File: src/rtl/pm_loader_if.sv
// Host byte stream and program-memory write port of the boot loader.
// The slave modport is the loader side and the master modport is the host/memory side.
interface pm_loader_if #(
    parameter int PMA_SIZE = 16,
    parameter int PMD_SIZE = 32
);
    logic                host_ldr_valid;
    logic [7:0]          host_ldr_byte;
    logic                ldr_host_ready;
    logic                ldr_pm_cslt;
    logic                ldr_pm_wrb;
    logic [PMA_SIZE-1:0] ldr_pm_add;
    logic [PMD_SIZE-1:0] ldr_pm_dt;
    logic                ldr_core_rst;
    logic                ldr_done;
    logic                ldr_err;

    modport master (
        output host_ldr_valid, host_ldr_byte,
        input  ldr_host_ready, ldr_pm_cslt, ldr_pm_wrb, ldr_pm_add, ldr_pm_dt,
        input  ldr_core_rst, ldr_done, ldr_err
    );

    modport slave (
        input  host_ldr_valid, host_ldr_byte,
        output ldr_host_ready, ldr_pm_cslt, ldr_pm_wrb, ldr_pm_add, ldr_pm_dt,
        output ldr_core_rst, ldr_done, ldr_err
    );
endinterface

File: src/rtl/pm_loader.sv
// Byte-stream program-memory loader: a header gives the start address and word count.
// Words are written one per WRITE cycle, then an XOR checksum gates release of the core.
module pm_loader #(
    parameter int PMA_SIZE = 16,
    parameter int PMD_SIZE = 32
) (
    input  logic        clk,
    input  logic        reset,
    pm_loader_if.slave  bus
);
    localparam int B = PMD_SIZE / 8;

    localparam logic [2:0] HDR   = 3'd0;
    localparam logic [2:0] DATA  = 3'd1;
    localparam logic [2:0] WRITE = 3'd2;
    localparam logic [2:0] CHK   = 3'd3;
    localparam logic [2:0] DONE  = 3'd4;
    localparam logic [2:0] ERR   = 3'd5;

    logic [2:0]          state;
    logic [1:0]          hdr_cnt;
    logic [7:0]          byte_cnt;
    logic [15:0]         word_cnt;
    logic [7:0]          addr_hi;
    logic [PMA_SIZE-1:0] addr;
    logic [PMD_SIZE-1:0] asm_word;
    logic [7:0]          chk;
    logic [PMA_SIZE-1:0] pm_add_q;
    logic [PMD_SIZE-1:0] pm_dt_q;

    logic                accept;
    logic [PMD_SIZE-1:0] word_next;

    assign bus.ldr_host_ready = !reset && (state == HDR || state == DATA || state == CHK);
    assign accept             = bus.host_ldr_valid && bus.ldr_host_ready;
    // Casting the concatenation keeps the shift legal even for 8-bit words.
    assign word_next          = PMD_SIZE'({asm_word, bus.host_ldr_byte});

    assign bus.ldr_pm_cslt  = (state == WRITE);
    assign bus.ldr_pm_wrb   = (state == WRITE);
    assign bus.ldr_pm_add   = pm_add_q;
    assign bus.ldr_pm_dt    = pm_dt_q;
    assign bus.ldr_done     = (state == DONE);
    assign bus.ldr_err      = (state == ERR);
    assign bus.ldr_core_rst = (state != DONE);

    always_ff @(posedge clk or posedge reset) begin
        if (reset) begin
            state    <= HDR;
            hdr_cnt  <= 2'd0;
            byte_cnt <= 8'd0;
            word_cnt <= 16'd0;
            addr_hi  <= 8'd0;
            addr     <= '0;
            asm_word <= '0;
            chk      <= 8'd0;
            pm_add_q <= '0;
            pm_dt_q  <= '0;
        end else begin
            case (state)
                HDR: begin
                    if (accept) begin
                        hdr_cnt <= hdr_cnt + 2'd1;
                        case (hdr_cnt)
                            2'd0: addr_hi <= bus.host_ldr_byte;
                            2'd1: addr <= PMA_SIZE'({addr_hi, bus.host_ldr_byte});
                            2'd2: word_cnt[15:8] <= bus.host_ldr_byte;
                            default: begin
                                word_cnt[7:0] <= bus.host_ldr_byte;
                                state <= ({word_cnt[15:8], bus.host_ldr_byte} == 16'd0) ? CHK : DATA;
                            end
                        endcase
                    end
                end
                DATA: begin
                    if (accept) begin
                        chk      <= chk ^ bus.host_ldr_byte;
                        asm_word <= word_next;
                        if (byte_cnt == 8'(B - 1)) begin
                            byte_cnt <= 8'd0;
                            pm_dt_q  <= word_next;
                            pm_add_q <= addr;
                            state    <= WRITE;
                        end else begin
                            byte_cnt <= byte_cnt + 8'd1;
                        end
                    end
                end
                WRITE: begin
                    addr     <= addr + PMA_SIZE'(1);
                    word_cnt <= word_cnt - 16'd1;
                    asm_word <= '0;
                    state    <= (word_cnt == 16'd1) ? CHK : DATA;
                end
                CHK: begin
                    if (accept) begin
                        state <= (bus.host_ldr_byte == chk) ? DONE : ERR;
                    end
                end
                default: state <= state;
            endcase
        end
    end
endmodule
File: src/flat_wrapper.sv
// flat-port wrapper written by rule: the top's interface ports become plain ports
module pm_loader_flat 
#(
    parameter int PMA_SIZE = 16,
    parameter int PMD_SIZE = 32
)
  (clk, reset, bus_host_ldr_valid, bus_host_ldr_byte, bus_ldr_host_ready, bus_ldr_pm_cslt, bus_ldr_pm_wrb, bus_ldr_pm_add, bus_ldr_pm_dt, bus_ldr_core_rst, bus_ldr_done, bus_ldr_err);
  pm_loader_if #(.PMA_SIZE(PMA_SIZE), .PMD_SIZE(PMD_SIZE)) bus_i ();
  input  logic clk;
  input  logic reset;
  input wire logic [$bits(bus_i.host_ldr_valid)-1:0] bus_host_ldr_valid;
  input wire logic [$bits(bus_i.host_ldr_byte)-1:0] bus_host_ldr_byte;
  output wire logic [$bits(bus_i.ldr_host_ready)-1:0] bus_ldr_host_ready;
  output wire logic [$bits(bus_i.ldr_pm_cslt)-1:0] bus_ldr_pm_cslt;
  output wire logic [$bits(bus_i.ldr_pm_wrb)-1:0] bus_ldr_pm_wrb;
  output wire logic [$bits(bus_i.ldr_pm_add)-1:0] bus_ldr_pm_add;
  output wire logic [$bits(bus_i.ldr_pm_dt)-1:0] bus_ldr_pm_dt;
  output wire logic [$bits(bus_i.ldr_core_rst)-1:0] bus_ldr_core_rst;
  output wire logic [$bits(bus_i.ldr_done)-1:0] bus_ldr_done;
  output wire logic [$bits(bus_i.ldr_err)-1:0] bus_ldr_err;
  assign bus_i.host_ldr_valid = bus_host_ldr_valid;
  assign bus_i.host_ldr_byte = bus_host_ldr_byte;
  assign bus_ldr_host_ready = bus_i.ldr_host_ready;
  assign bus_ldr_pm_cslt = bus_i.ldr_pm_cslt;
  assign bus_ldr_pm_wrb = bus_i.ldr_pm_wrb;
  assign bus_ldr_pm_add = bus_i.ldr_pm_add;
  assign bus_ldr_pm_dt = bus_i.ldr_pm_dt;
  assign bus_ldr_core_rst = bus_i.ldr_core_rst;
  assign bus_ldr_done = bus_i.ldr_done;
  assign bus_ldr_err = bus_i.ldr_err;
  pm_loader #(.PMA_SIZE(PMA_SIZE), .PMD_SIZE(PMD_SIZE)) u_core (.clk(clk), .reset(reset), .bus(bus_i));
endmodule
File: config.mk
export PLATFORM = sky130hd
export DESIGN_NAME = pm_loader_flat
export DESIGN_NICKNAME = d
export VERILOG_FILES = /design/src/rtl/pm_loader_if.sv /design/src/rtl/pm_loader.sv /design/src/flat_wrapper.sv
export SDC_FILE = /design/constraint.sdc
export NUM_CORES = 1
export LEC_CHECK = 0
export ABC_CLOCK_PERIOD_IN_PS = 6400
export BUFFER_PORTS_ARGS = -buffer_cell sky130_fd_sc_hd__buf_4
export CORE_ASPECT_RATIO = 0.5
export CORE_MARGIN = 8
export CORE_UTILIZATION = 35
export DETAILED_ROUTE_END_ITERATION = 8
export REMOVE_ABC_BUFFERS = 1
export SLEW_MARGIN = 15
export SYNTH_ARGS = -nofsm -noshare
export SYNTH_HDL_FRONTEND = slang
export SYNTH_SLANG_ARGS = --single-unit
File: constraint.sdc
create_clock -name clk -period 6.4 [get_ports clk]
set_input_delay 1.28 -clock clk [delete_from_list [all_inputs] [get_ports clk]]
set_output_delay 1.28 -clock clk [all_outputs]
set_load 0.03 [all_outputs]
# Word level (Yosys, flattened, before mapping)
# Cells that the tools add are included.
totals:
  regBits: 133
  in_bits: 11
  word_cells: 74
  out_inout_bits: 54
classes:
  n_eq_ne: 18
  muxes: 19
  n_addsub: 4
  bitwise_logic: 1
  reduce_logical: 21
ops:
  columns: ["op", "count"]
  rows:
  - ["16-bit case mux with 2 select lines", 2]
  - ["16-bit 2-to-1 mux", 3]
  - ["24-bit case mux with 2 select lines", 1]
  - ["24-bit 2-to-1 mux", 1]
  - ["8-bit 2-to-1 mux", 3]
  - ["16-bit by 1-bit adder with 16-bit output (second input constant)", 1]
  - ["16-bit by 1-bit equality test with 1-bit output (second input constant)", 1]
  - ["16-bit logical NOT", 1]
  - ["16-bit by 1-bit subtractor with 16-bit output (second input constant)", 1]
  - ["3-bit 2-to-1 mux", 5]
  - ["3-bit AND reduction", 5]
  - ["3-bit case mux with 4 select lines", 1]
  - ["8-bit by 1-bit adder with 8-bit output (second input constant)", 1]
  - ["8-bit by 2-bit equality test with 1-bit output (second input constant)", 1]
  - ["8-bit equality test", 1]
  - ["2-bit != test (second input constant)", 4]
  - ["8-bit bitwise XOR", 1]
  - ["3-bit by 2-bit equality test with 1-bit output (second input constant)", 2]
  - ["3-bit equality test (second input constant)", 2]
  - ["2-bit by 1-bit != test with 1-bit output (second input constant)", 3]
  - ["2-bit AND reduction", 3]
  - ["6-bit AND reduction", 1]
  - ["2-bit 2-to-1 mux", 2]
  - ["2-bit nonzero test", 2]
  - ["13 further kinds", 15]

# Longest topological paths before layout
# Gate-level depths: netlist (run 1).
depth:
  word_depth: 7
  mapped_depth: 9
  mapped_depth_nobuf: 6

# Worst setup path after synthesis (run 1)
# Ideal clock, no wire load.
synth_path:
  path_type: "input -> output"
  start: "input reset"
  end: "output bus_ldr_host_ready"
  path_stages: 1
  path_buffers: 0
  slack_ns: 3.106
  t_required_ns: 5.120
  arrival_time_ns: 2.014
  path_cell_list: "a211oi_1"
synth_via:
  elab_chain_len: 2
synth_rtl:
  columns: ["item", "line_no", "text"]
  rows:
  - ["start: declaration", "flat_wrapper.sv:10", "input logic reset;"]
  - ["1-bit logical NOT (no line)", null, null]
  - ["1-bit logical AND", "pm_loader.sv:34", "assign bus.ldr_host_ready = !reset && (state == HDR || state == DATA || state == CHK);"]
  - ["end: declaration", "flat_wrapper.sv:13", "output wire logic [$bits(bus_i.ldr_host_ready)-1:0] bus_ldr_host_ready;"]
# Every way passes these cells.

# Worst setup path in the final report (run 1)
layout_path:
  start: "input reset"
  end: "register u_core.pm_dt_q[3] (netlist: u_core.bus.ldr_pm_dt[3])"
layout_via:
  elab_chain_len: 4
layout_rtl:
  columns: ["item", "line_no", "text"]
  rows:
  - ["1-bit logical NOT (no line)", null, null]
  - ["1-bit logical AND", "pm_loader.sv:34", null]
  - ["1-bit logical AND", "pm_loader.sv:35", "assign accept = bus.host_ldr_valid && bus.ldr_host_ready;"]
  - ["3-bit AND reduction (no line)", null, null]
  - ["end signal: assignment", "pm_loader.sv:81", "pm_dt_q <= word_next;"]
  - ["end: declaration", "pm_loader.sv:29", "logic [PMD_SIZE-1:0] pm_dt_q;"]
# Every way passes these cells.
# A chain may end at the register's enable or synchronous reset.

==> results.md, run 1 <==
* RD Place Congestion at 0.784
* Ant. Diodes at 0
* Global router's overall resource usage at 0.134
* Via density at 5.20
* Fin worst setup slack at 2.92 ns
* Reg-to-Reg End: u_core.bus.ldr_pm_dt[3]$_DFFE_PP0P_
* Post-synthesis cell area at 6190 µm²
* R2R depth at 5
* Post-synthesis instance total at 578
* Critical path's top delay family: simple AND/OR/NAND/NOR gates
* Final min period at 3.48 ns
* Fin. Hold Viols at 0
* Synth-to-layout area growth at 19.8%
* Pwr dens at 375 nW/µm²
* CP peak stage delay at 0.59 ns
* Die area at 22,400 µm²
* Share of flip-flops with an asynchronous set or reset at 1.00
* Clk Latency, worst-skew pair at 0.41 ns
* Fin nets at 646
* Syn avg cell area at 10.7 µm²
* Fin crit share at 0.543
* CTS root buf: clkbuf_16
* I/O pin total at 65
* Min-delay worst type: flop to flop
* Vias in the first global route at 4,518
* Slew @ Worst Pin at 1.05 ns
* Initial Utilization at 0.356
* Site Rows at 34
* Share of layout cells above drive strength 1 at 0.258
* Global-route wire length before repair at 24.1 mm
* Post-CTS Repair Setup Buffers at 0
* Status: finished, final reports clean
* Fmax at 288 MHz
* WS Path Type: input port to flop
* Die height at 110 µm
* Seq/Total Area, Yosys at 0.538
* Final WL at 14.4 mm
* Worst slew margin at 0.296
* Endpoint type of the worst setup path: flop
* Post-cts sizing count at 0
* Crit path to: u_core.bus.ldr_pm_dt[3]$_DFFE_PP0P_
* CTS sink cnt at 133
* Most used DFF post-synth: dfrtp_1
* Grt total ovfl at 0
* DR iter-0 viols at 501
* Die X at 204 µm
* Vias post-DR at 4,545
* Commonest non-fill, non-tap cell in the layout: dfrtp_1
* Hold_buf cts at 0
* Synth area leaders: dfrtp_1 54%, mux2_2 10%, nand2_1 4.6%, xnor2_1 3.0%, a21oi_1 2.8%
* CP dominant cell by count: buf_4
* Post-route insts no fill at 874
* Synth warn at 0
* Port-buffer cells at 64
* CTS tree: done
* Layout Skew at 0.0103 ns
* Area leader, netlist: dfrtp_1
* Placement Setup Slack at 2.43 ns
* Startpoint types: input port
* Stages on worst setup path at 6
* Share of the synthesized area in the top cell type at 0.538
* H-Tree Depth at 4
* Largest net degree at the start of global routing at 80
* RSZ-0062 raised after global routing: no
* Placed Cells at 842
* Final setup viols at 0
* DRT antenna net count at 0
* Clock slew at reported path FFs at 0.05 ns
* #FFs+latches synth at 133
* Total power at 2.78 mW
* Layout Utilization at 0.427
* Setup TNS at 0 ns
* Total CTS buffers at 17
* First drt pass iteration count at 5
* Worst path arrival time at 3.76 ns
* # fillers at 1,663
* Flop2flop setup slack at 3.36 ns
* Most frequent cells in the layout: 133 x dfrtp_1, 76 x nand2_1, 69 x buf_4
* Max_cap viols at 0
* Lkg Pwr at 3.48 nW
* Crit Path Max Fanout at 31
* CP Cell Sequence: buf_4, or3b_4, nor2_4, nand3_2, buf_4, mux2_2
* Core Box Area at 17,400 µm²
* WHS Path Cells at 1
* Worst Path Required at 6.68 ns
* DP HPWL at 9.50 mm
* Routed length per instance at 16.5 µm
* Post-synth cell types at 57
* Critical Path Start: reset
* RR Startpoint: u_core.state[2]$_DFFE_PP0P_
* Post-synth EDFFs at 0
* Initial antenna violation count at 0
* Worst path slowest cell: nand3_2
* Peak supply drop at 0.229 mV
* Crit path buf inv count at 2
* Slew Limit Fails at 0
* Drc violations at 0
* Clk buf depth at 2
[kinds of logic (layout without fill, tap and decap cells)]
| group | after synthesis | after routing | synth area share |
|---|---|---|---|
| AOI/OAI and AO/OA | 122 | 122 | 0.126 |
| adders and majority gates | 8 | 8 | 0.0162 |
| muxes | 59 | 59 | 0.107 |
| and+or+nand+nor | 180 | 180 | 0.142 |
| buffers and inverters | 51 | 113 | 0.0354 |
| xor gates and xnor gates | 25 | 25 | 0.0354 |
| DFF | 133 | 133 | 0.538 |
[layer usage]
layer  vias to the layer above  share of wire  global-route usage
met1                      2257           0.49               0.181
met2                       102           0.45               0.205
li1                       2169              -                   -
met5                         -              0                   0
met3                        17          0.048              0.0353
met4                         0          0.015              0.0531
[how the worst min path moves through the flow]
stage                                        start                             end  slack, ns
floorplan           u_core.byte_cnt[7]$_DFFE_PP0P_  u_core.byte_cnt[7]$_DFFE_PP0P_       0.44
global placement    u_core.byte_cnt[7]$_DFFE_PP0P_  u_core.byte_cnt[7]$_DFFE_PP0P_       0.47
detailed placement  u_core.byte_cnt[7]$_DFFE_PP0P_  u_core.byte_cnt[7]$_DFFE_PP0P_       0.48
CTS                 u_core.byte_cnt[7]$_DFFE_PP0P_  u_core.byte_cnt[7]$_DFFE_PP0P_       0.49
global route             u_core.chk[4]$_DFFE_PP0P_       u_core.chk[4]$_DFFE_PP0P_       0.51
finish                   u_core.chk[7]$_DFFE_PP0P_       u_core.chk[7]$_DFFE_PP0P_       0.49
[synth_stat cells, types with 4 or more instances]
library cell	number
clkbuf_1	24
o21ai_0	32
nor3_1	7
a22oi_1	6
nor2_1	25
nand3_1	19
o22a_1	4
and3_1	8
nand2_1	76
a2bb2oi_1	4
xor2_1	4
or4_1	4
xnor2_1	21
buf_2	10
mux2_2	57
dfrtp_1	133
ha_1	8
nand4_1	9
inv_1	11
a21oi_1	35
nor4_1	5
a31oi_1	9
and2_1	6
[sequential cells by signal, indices dropped and copies added, names as in the netlist]
signal,flops
u_core.byte_cnt,8
u_core.addr,16
u_core.state,3
u_core.asm_word,24
u_core.bus.ldr_pm_add,16
u_core.hdr_cnt,2
u_core.addr_hi,8
u_core.bus.ldr_pm_dt,32
u_core.chk,8
u_core.word_cnt,16
[through the flow]
step | cell area, µm² | hold WS (ns)
global route | 7410 | 0.511
finish | 7410 | 0.490
detailed placement | 6830 | 0.476
global placement | 6830 | 0.469
floorplan | 6010 | 0.443
CTS | 7410 | 0.490
[report_power, final]
part / internal, mW / switching (mW)
clock network: 0.595 / 0.370
registers: 1.03 / 0.159
logic: 0.274 / 0.348
total: 1.90 / 0.877
[layout make-up]
class,count,area [µm²],area share
flip-flops and latches,133,3330,0.449
multi-input cells,394,2640,0.356
repair buffers,69,518,0.0699
clock buffers,21,460,0.0621
well taps,234,293,0.0395
clock inverters,11,126,0.0170
inverters,12,47.5,0.00641
Note: power is estimated with default switching activity, not from simulation.
==> run 2: changes to the inputs <==
--- a/config.mk
+++ b/config.mk
@@ -5,7 +5,7 @@
 export SDC_FILE = /design/constraint.sdc
 export NUM_CORES = 1
 export LEC_CHECK = 0
-export ABC_CLOCK_PERIOD_IN_PS = 6400
+export ABC_CLOCK_PERIOD_IN_PS = 2950
 export BUFFER_PORTS_ARGS = -buffer_cell sky130_fd_sc_hd__buf_4
 export CORE_ASPECT_RATIO = 0.5
 export CORE_MARGIN = 8
==> constraint.sdc (replaced) <==
create_clock -name clk -period 2.95 [get_ports clk]
set_input_delay 0.59 -clock clk [delete_from_list [all_inputs] [get_ports clk]]
set_output_delay 0.59 -clock clk [all_outputs]
set_load 0.03 [all_outputs]
==> results.md, run 2 (synthesis gave the netlist of run 1 again) <==
* DRT antenna net count at 0 (unchanged)
* Post-cts sizing count at 0 (unchanged)
* Multi-input gate area at 2640 µm² (unchanged)
* Fin nets at 656 (+1.5%)
* I/O pin total at 65 (unchanged)
* Status: finished, final reports clean
* Lkg Pwr at 3.52 nW (+1.1%)
* Core Box Area at 17,400 µm² (unchanged)
* Clk Latency, worst-skew pair at 0.42 ns (about the same)
* Number of flip-flops in the largest register at 32 (unchanged)
* H-Tree Depth at 4 (unchanged)
* Storage cell area at 3330 µm² (unchanged)
* Via density at 5.20 (about the same)
* Routed length per instance at 16.6 µm (+0.89%)
* CTS tree: done
* RD Place Congestion at 0.755 (-3.6%)
* First drt pass iteration count at 5 (unchanged)
* Final setup viols at 0 (unchanged)
* CTS sink cnt at 133 (unchanged)
* Startpoint types: flop
* Initial antenna violation count at 0 (unchanged)
* Clk buf depth at 2 (unchanged)
* Synth-to-layout area growth at 20.8%
* WS Path Type: flop to primary output
* Die height at 110 µm (unchanged)
* Setup TNS at 0 ns (unchanged)
* Global-route wire length before repair at 24.2 mm (+0.43%)
* Fin. Hold Viols at 0 (unchanged)
* Largest net degree at the start of global routing at 52 (-35%)
* Layout Utilization at 0.431 (+0.00353)
* Fin crit share at 0.871
* Pwr dens at 797 nW/µm² (+110%)
* Total CTS buffers at 17 (unchanged)
* Fmax at 389 MHz
* Fin area at 7470 µm² (+0.83%)
* Peak supply drop at 0.428 mV (+87%)
* Global router's overall resource usage at 0.134 (+0.000440)
* Slew @ Worst Pin at 0.879 ns (-0.167 ns)
* Share of layout cells above drive strength 1 at 0.270 (+0.0118)
* Commonest non-fill, non-tap cell in the layout: dfrtp_1
* Vias in the first global route at 4,512 (-0.13%)
* Final min period at 2.57 ns
* Worst path arrival time at 1.98 ns (-1.78 ns)
* Min-delay worst type: input port to async pin
* Slew Limit Fails at 0 (unchanged)
* Placement Setup Slack at 0.809 ns (-1.62 ns)
* Port-buffer cells at 64 (unchanged)
* Initial Utilization at 0.356 (unchanged)
* Clock slew at reported path FFs at 0.06 ns (about the same)
* Drc violations at 0 (unchanged)
* Max_cap viols at 0 (unchanged)
* Fin worst setup slack at 0.380 ns (-2.54 ns)
* Die X at 204 µm (unchanged)
* Die area at 22,400 µm² (unchanged)
* # fillers at 1,677 (+0.84%)
* Most frequent cells in the layout: 133 x dfrtp_1, 78 x buf_4, 76 x nand2_1
* Ant. Diodes at 0 (unchanged)
* Post-CTS Repair Setup Buffers at 0 (unchanged)
* Worst Path Required at 2.36 ns (-4.32 ns)
* Placed cell area at 6910 µm² (+1.3%)
* Site Rows at 34 (unchanged)
* CTS root buf: clkbuf_16
* Endpoint type of the worst setup path: primary output
* DP HPWL at 9.81 mm (+3.2%)
* Worst slew margin at 0.413 (+0.117)
* Crit Path Max Fanout at 25 (-19%)
* Grt total ovfl at 0 (unchanged)
* RSZ-0062 raised after global routing: no
* Final WL at 14.7 mm (+1.9%)
* Hold_buf cts at 0 (unchanged)
* Layout Skew at 0.00855 ns (-0.00175 ns)
* Vias post-DR at 4,593 (+1.1%)
* DR iter-0 viols at 399 (-20%)
run 2: worst paths after layout:
kind                                                 from                        endpoint  slack, ns  cells past startpoint
setup reg to reg              u_core.state[0]$_DFFE_PP0P_      u_core.addr[8]$_DFFE_PP0P_       0.83                      5
min in group clk           u_core.byte_cnt[7]$_DFFE_PP0P_  u_core.byte_cnt[7]$_DFFE_PP0P_       0.48                      1
hold / removal                                      reset       u_core.chk[0]$_DFFE_PP0P_       0.21                      2
hold reg to reg            u_core.byte_cnt[7]$_DFFE_PP0P_  u_core.byte_cnt[7]$_DFFE_PP0P_       0.48                      1
setup / recovery              u_core.state[0]$_DFFE_PP0P_                 bus_ldr_pm_cslt       0.38                      3
max in group asynchronous                           reset       u_core.chk[5]$_DFFE_PP0P_       1.99                      3
run 2: per-stage QoR:
| step | std cells | hold slack [ns] | power (mW) |
|---|---|---|---|
| floorplan | 539 | 0.443 | 3.47 |
| global placement | 852 | 0.465 | 3.97 |
| detailed placement | 852 | 0.475 | 4.00 |
| CTS | 883 | 0.207 | 6.03 |
| global route | 883 | 0.232 | 6.27 |
| finish | 883 | 0.206 | 5.95 |
run 2: final cells by class:
class | instances | area share
Tap cell | 234 | 0.0392
Sequential cell | 133 | 0.445
Clock buffer | 20 | 0.0611
Multi-Input combinational cell | 394 | 0.353
Clock inverter | 11 | 0.0139
Timing Repair Buffer | 79 | 0.0810
Inverter | 12 | 0.00636
run 2: report_power, final:
part	total [mW]	internal (mW)	leakage, nW	switching, mW
sequential	2.56	2.24	1.73	0.320
combinational	1.39	0.613	1.53	0.773
clock	2.01	1.20	0.261	0.807
run 2: per-layer routing:
metal | vias up | wire length, µm | track usage
met5 | - | 0 | 0
met4 | 0 | 210 | 0.0511
met2 | 98 | 6620 | 0.210
li1 | 2190 | - | -
met1 | 2287 | 7220 | 0.182
met3 | 18 | 639 | 0.0315
run 2: critical path, stage by stage (launching register included):
cell and delay [ns]:
dfrtp_1 0.49, or3b_1 0.44, inv_2 0.38, buf_4 0.25
==> run 3: changes to the inputs <==
--- a/config.mk
+++ b/config.mk
@@ -10,6 +10,7 @@
 export CORE_ASPECT_RATIO = 0.5
 export CORE_MARGIN = 8
 export CORE_UTILIZATION = 35
+export CTS_BUF_LIST = sky130_fd_sc_hd__clkbuf_4 sky130_fd_sc_hd__clkbuf_8
 export DETAILED_ROUTE_END_ITERATION = 8
 export REMOVE_ABC_BUFFERS = 1
 export SLEW_MARGIN = 15
==> results.md, run 3 (synthesis gave the netlist of run 1 again) <==
* Commonest non-fill, non-tap cell in the layout: dfrtp_1
* Share of layout cells above drive strength 1 at 0.271 (+0.00154)
* Pint at 3.57 mW (-12%)
* Part of the power in registers at 0.474 (+0.044)
* Fin. Hold Viols at 0 (unchanged)
* Worst path arrival time at 2.02 ns (+0.04 ns)
* Global-route wire length before repair at 24.0 mm (-0.68%)
* DP HPWL at 9.81 mm (unchanged)
* Clock slew at reported path FFs at 0.09 ns (+0.03 ns)
* Final setup viols at 0 (unchanged)
* Core Box Area at 17,400 µm² (unchanged)
* RR Startpoint: u_core.state[0]$_DFFE_PP0P_
* Status: finished, final reports clean
* Pwr dens at 741 nW/µm² (-7.0%)
* CTS sink cnt at 133 (unchanged)
* CP peak stage delay at 0.49 ns (about the same)
* Post-route insts no fill at 883 (unchanged)
* Worst path slowest cell: dfrtp_1
* Endpoint type of the worst setup path: primary output
* Port-buffer cells at 64 (unchanged)
* Synth-to-layout area growth at 17.8%
* First drt pass iteration count at 4 (-1)
* RD Place Congestion at 0.755 (unchanged)
* RSZ-0062 raised after global routing: no
* Hold_buf cts at 0 (unchanged)
* Total CTS buffers at 17 (unchanged)
* Worst slew margin at 0.390 (-0.0228)
* Startpoint types: flop
* Vias post-DR at 4,528 (-1.4%)
* Placement Setup Slack at 0.809 ns (unchanged)
* # fillers at 1,693 (+0.95%)
* Site Rows at 34 (unchanged)
* CTS root buf: clkbuf_8
* R2R depth at 5 (unchanged)
* Fin nets at 656 (unchanged)
* Die X at 204 µm (unchanged)
* Peak supply drop at 0.278 mV (-35%)
* Initial Utilization at 0.356 (unchanged)
* Flop2flop setup slack at 0.80 ns (-0.03 ns)
* Switch share at 0.339 (+0.0203)
* Fmax at 383 MHz (-1.6%)
* Multi-input gate area at 2640 µm² (unchanged)
* Vias in the first global route at 4,507 (-0.11%)
* Drc violations at 0 (unchanged)
* Clock Power Share at 0.269 (-0.068)
* Sw power at 1.83 mW (-3.6%)
* Slew Limit Fails at 0 (unchanged)
* Global router's overall resource usage at 0.133 (-0.00128)
* Fin worst setup slack at 0.339 ns (-0.0413 ns)
* Clk buf depth at 2 (unchanged)
* Number of flip-flops in the largest register at 32 (unchanged)
* DRT antenna net count at 0 (unchanged)
* Crit Path Max Fanout at 25 (unchanged)
* Clk Latency, worst-skew pair at 0.44 ns (+0.02 ns)
* Fin area at 7290 µm² (-2.5%)
* Layout Skew at 0.0165 ns (+0.00796 ns)
* Final WL at 14.6 mm (-0.84%)
* CTS tree: done
* Min-delay worst type: input port to async pin
* Largest net degree at the start of global routing at 52 (unchanged)
* Slew @ Worst Pin at 0.913 ns (+0.0341 ns)
* Most frequent cells in the layout: 133 x dfrtp_1, 78 x buf_4, 76 x nand2_1
* Placed Cells at 852 (unchanged)
* Post-CTS Repair Setup Buffers at 0 (unchanged)
* Die height at 110 µm (unchanged)
* Layout Utilization at 0.420 (-0.0108)
* Final min period at 2.61 ns (+0.0413 ns)
* DR iter-0 viols at 375 (-6.0%)
* I/O pin total at 65 (unchanged)
* Ant. Diodes at 0 (unchanged)
* Storage cell area at 3330 µm² (unchanged)
* Worst Path Required at 2.36 ns (about the same)
* CP Cell Sequence: or3b_1, inv_2, buf_4
* Fin crit share at 0.885 (+0.0140)
* Lkg Pwr at 3.43 nW (-2.4%)
* Grt total ovfl at 0 (unchanged)
* Routed length per instance at 16.5 µm (-0.84%)
* H-Tree Depth at 4 (unchanged)
* Max_cap viols at 0 (unchanged)
* Power share of the combinational group at 0.257 (+0.024)
* Via density at 5.13 (-1.4%)
* WS Path Type: flop to primary output
* Initial antenna violation count at 0 (unchanged)
* Reg-to-Reg End: u_core.addr[7]$_DFFE_PP0P_
* Die area at 22,400 µm² (unchanged)
* Post-cts sizing count at 0 (unchanged)
* Placed cell area at 6910 µm² (unchanged)
## run 3: cell counts in the layout (fill, tap and decap cells not counted)
Identical to the previous run, type by type.
## run 3: worst max-delay path by stage
stage                                 from  cells after the start                          to
3_5_place_dp   u_core.state[0]$_DFFE_PP0P_                      3             bus_ldr_pm_cslt
3_3_place_gp   u_core.state[0]$_DFFE_PP0P_                      3              bus_ldr_pm_wrb
5_1_grt        u_core.state[0]$_DFFE_PP0P_                      3              bus_ldr_pm_wrb
4_1_cts        u_core.state[0]$_DFFE_PP0P_                      3             bus_ldr_pm_cslt
6_report       u_core.state[0]$_DFFE_PP0P_                      3             bus_ldr_pm_cslt
2_1_floorplan                        reset                      1  u_core.addr[0]$_DFFE_PP0P_
## run 3: cell type report
type | count | share of cell area
sequential | 133 | 0.457
clock inverter | 11 | 0.0143
tap | 234 | 0.0402
inverter | 12 | 0.00652
multi-input combinational | 394 | 0.362
timing repair buffer | 79 | 0.0831
clock buffer | 20 | 0.0369
## run 3: power by group through the flow
stage          sequential, mW  clock (mW)  combinational [mW]
3_5_place_dp             2.59           0                1.41
5_1_grt                  2.62        1.57                1.52
4_1_cts                  2.56        1.49                1.41
2_1_floorplan            2.81           0               0.655
6_report                 2.56        1.45                1.39
3_3_place_gp             2.58           0                1.39
## run 3: worst max-delay path: cells and delay by family (launching register included)
family | cells | cell delay [ns]
AND/OR/NAND/NOR | 1 | 0.44
buffers and inverters | 2 | 0.64
flip-flops | 1 | 0.49
## run 3: layer usage
metal  GRT usage  wire, µm  part of all wire  up-vias
met5           0         0                 0        -
met4      0.0445        86            0.0059        0
met3      0.0318       691             0.047        6
met2       0.210      6700              0.46       87
met1       0.180      7090              0.49     2253
li1            -         -                 -     2182
## run 3: stage by stage
stage          hold WS, ns  power [mW]  TNS, ns
3_3_place_gp         0.465        3.97        0
2_1_floorplan        0.443        3.47  -158.86
3_5_place_dp         0.475        4.00        0
5_1_grt              0.182        5.72        0
6_report             0.172        5.40        0
4_1_cts              0.165        5.47        0
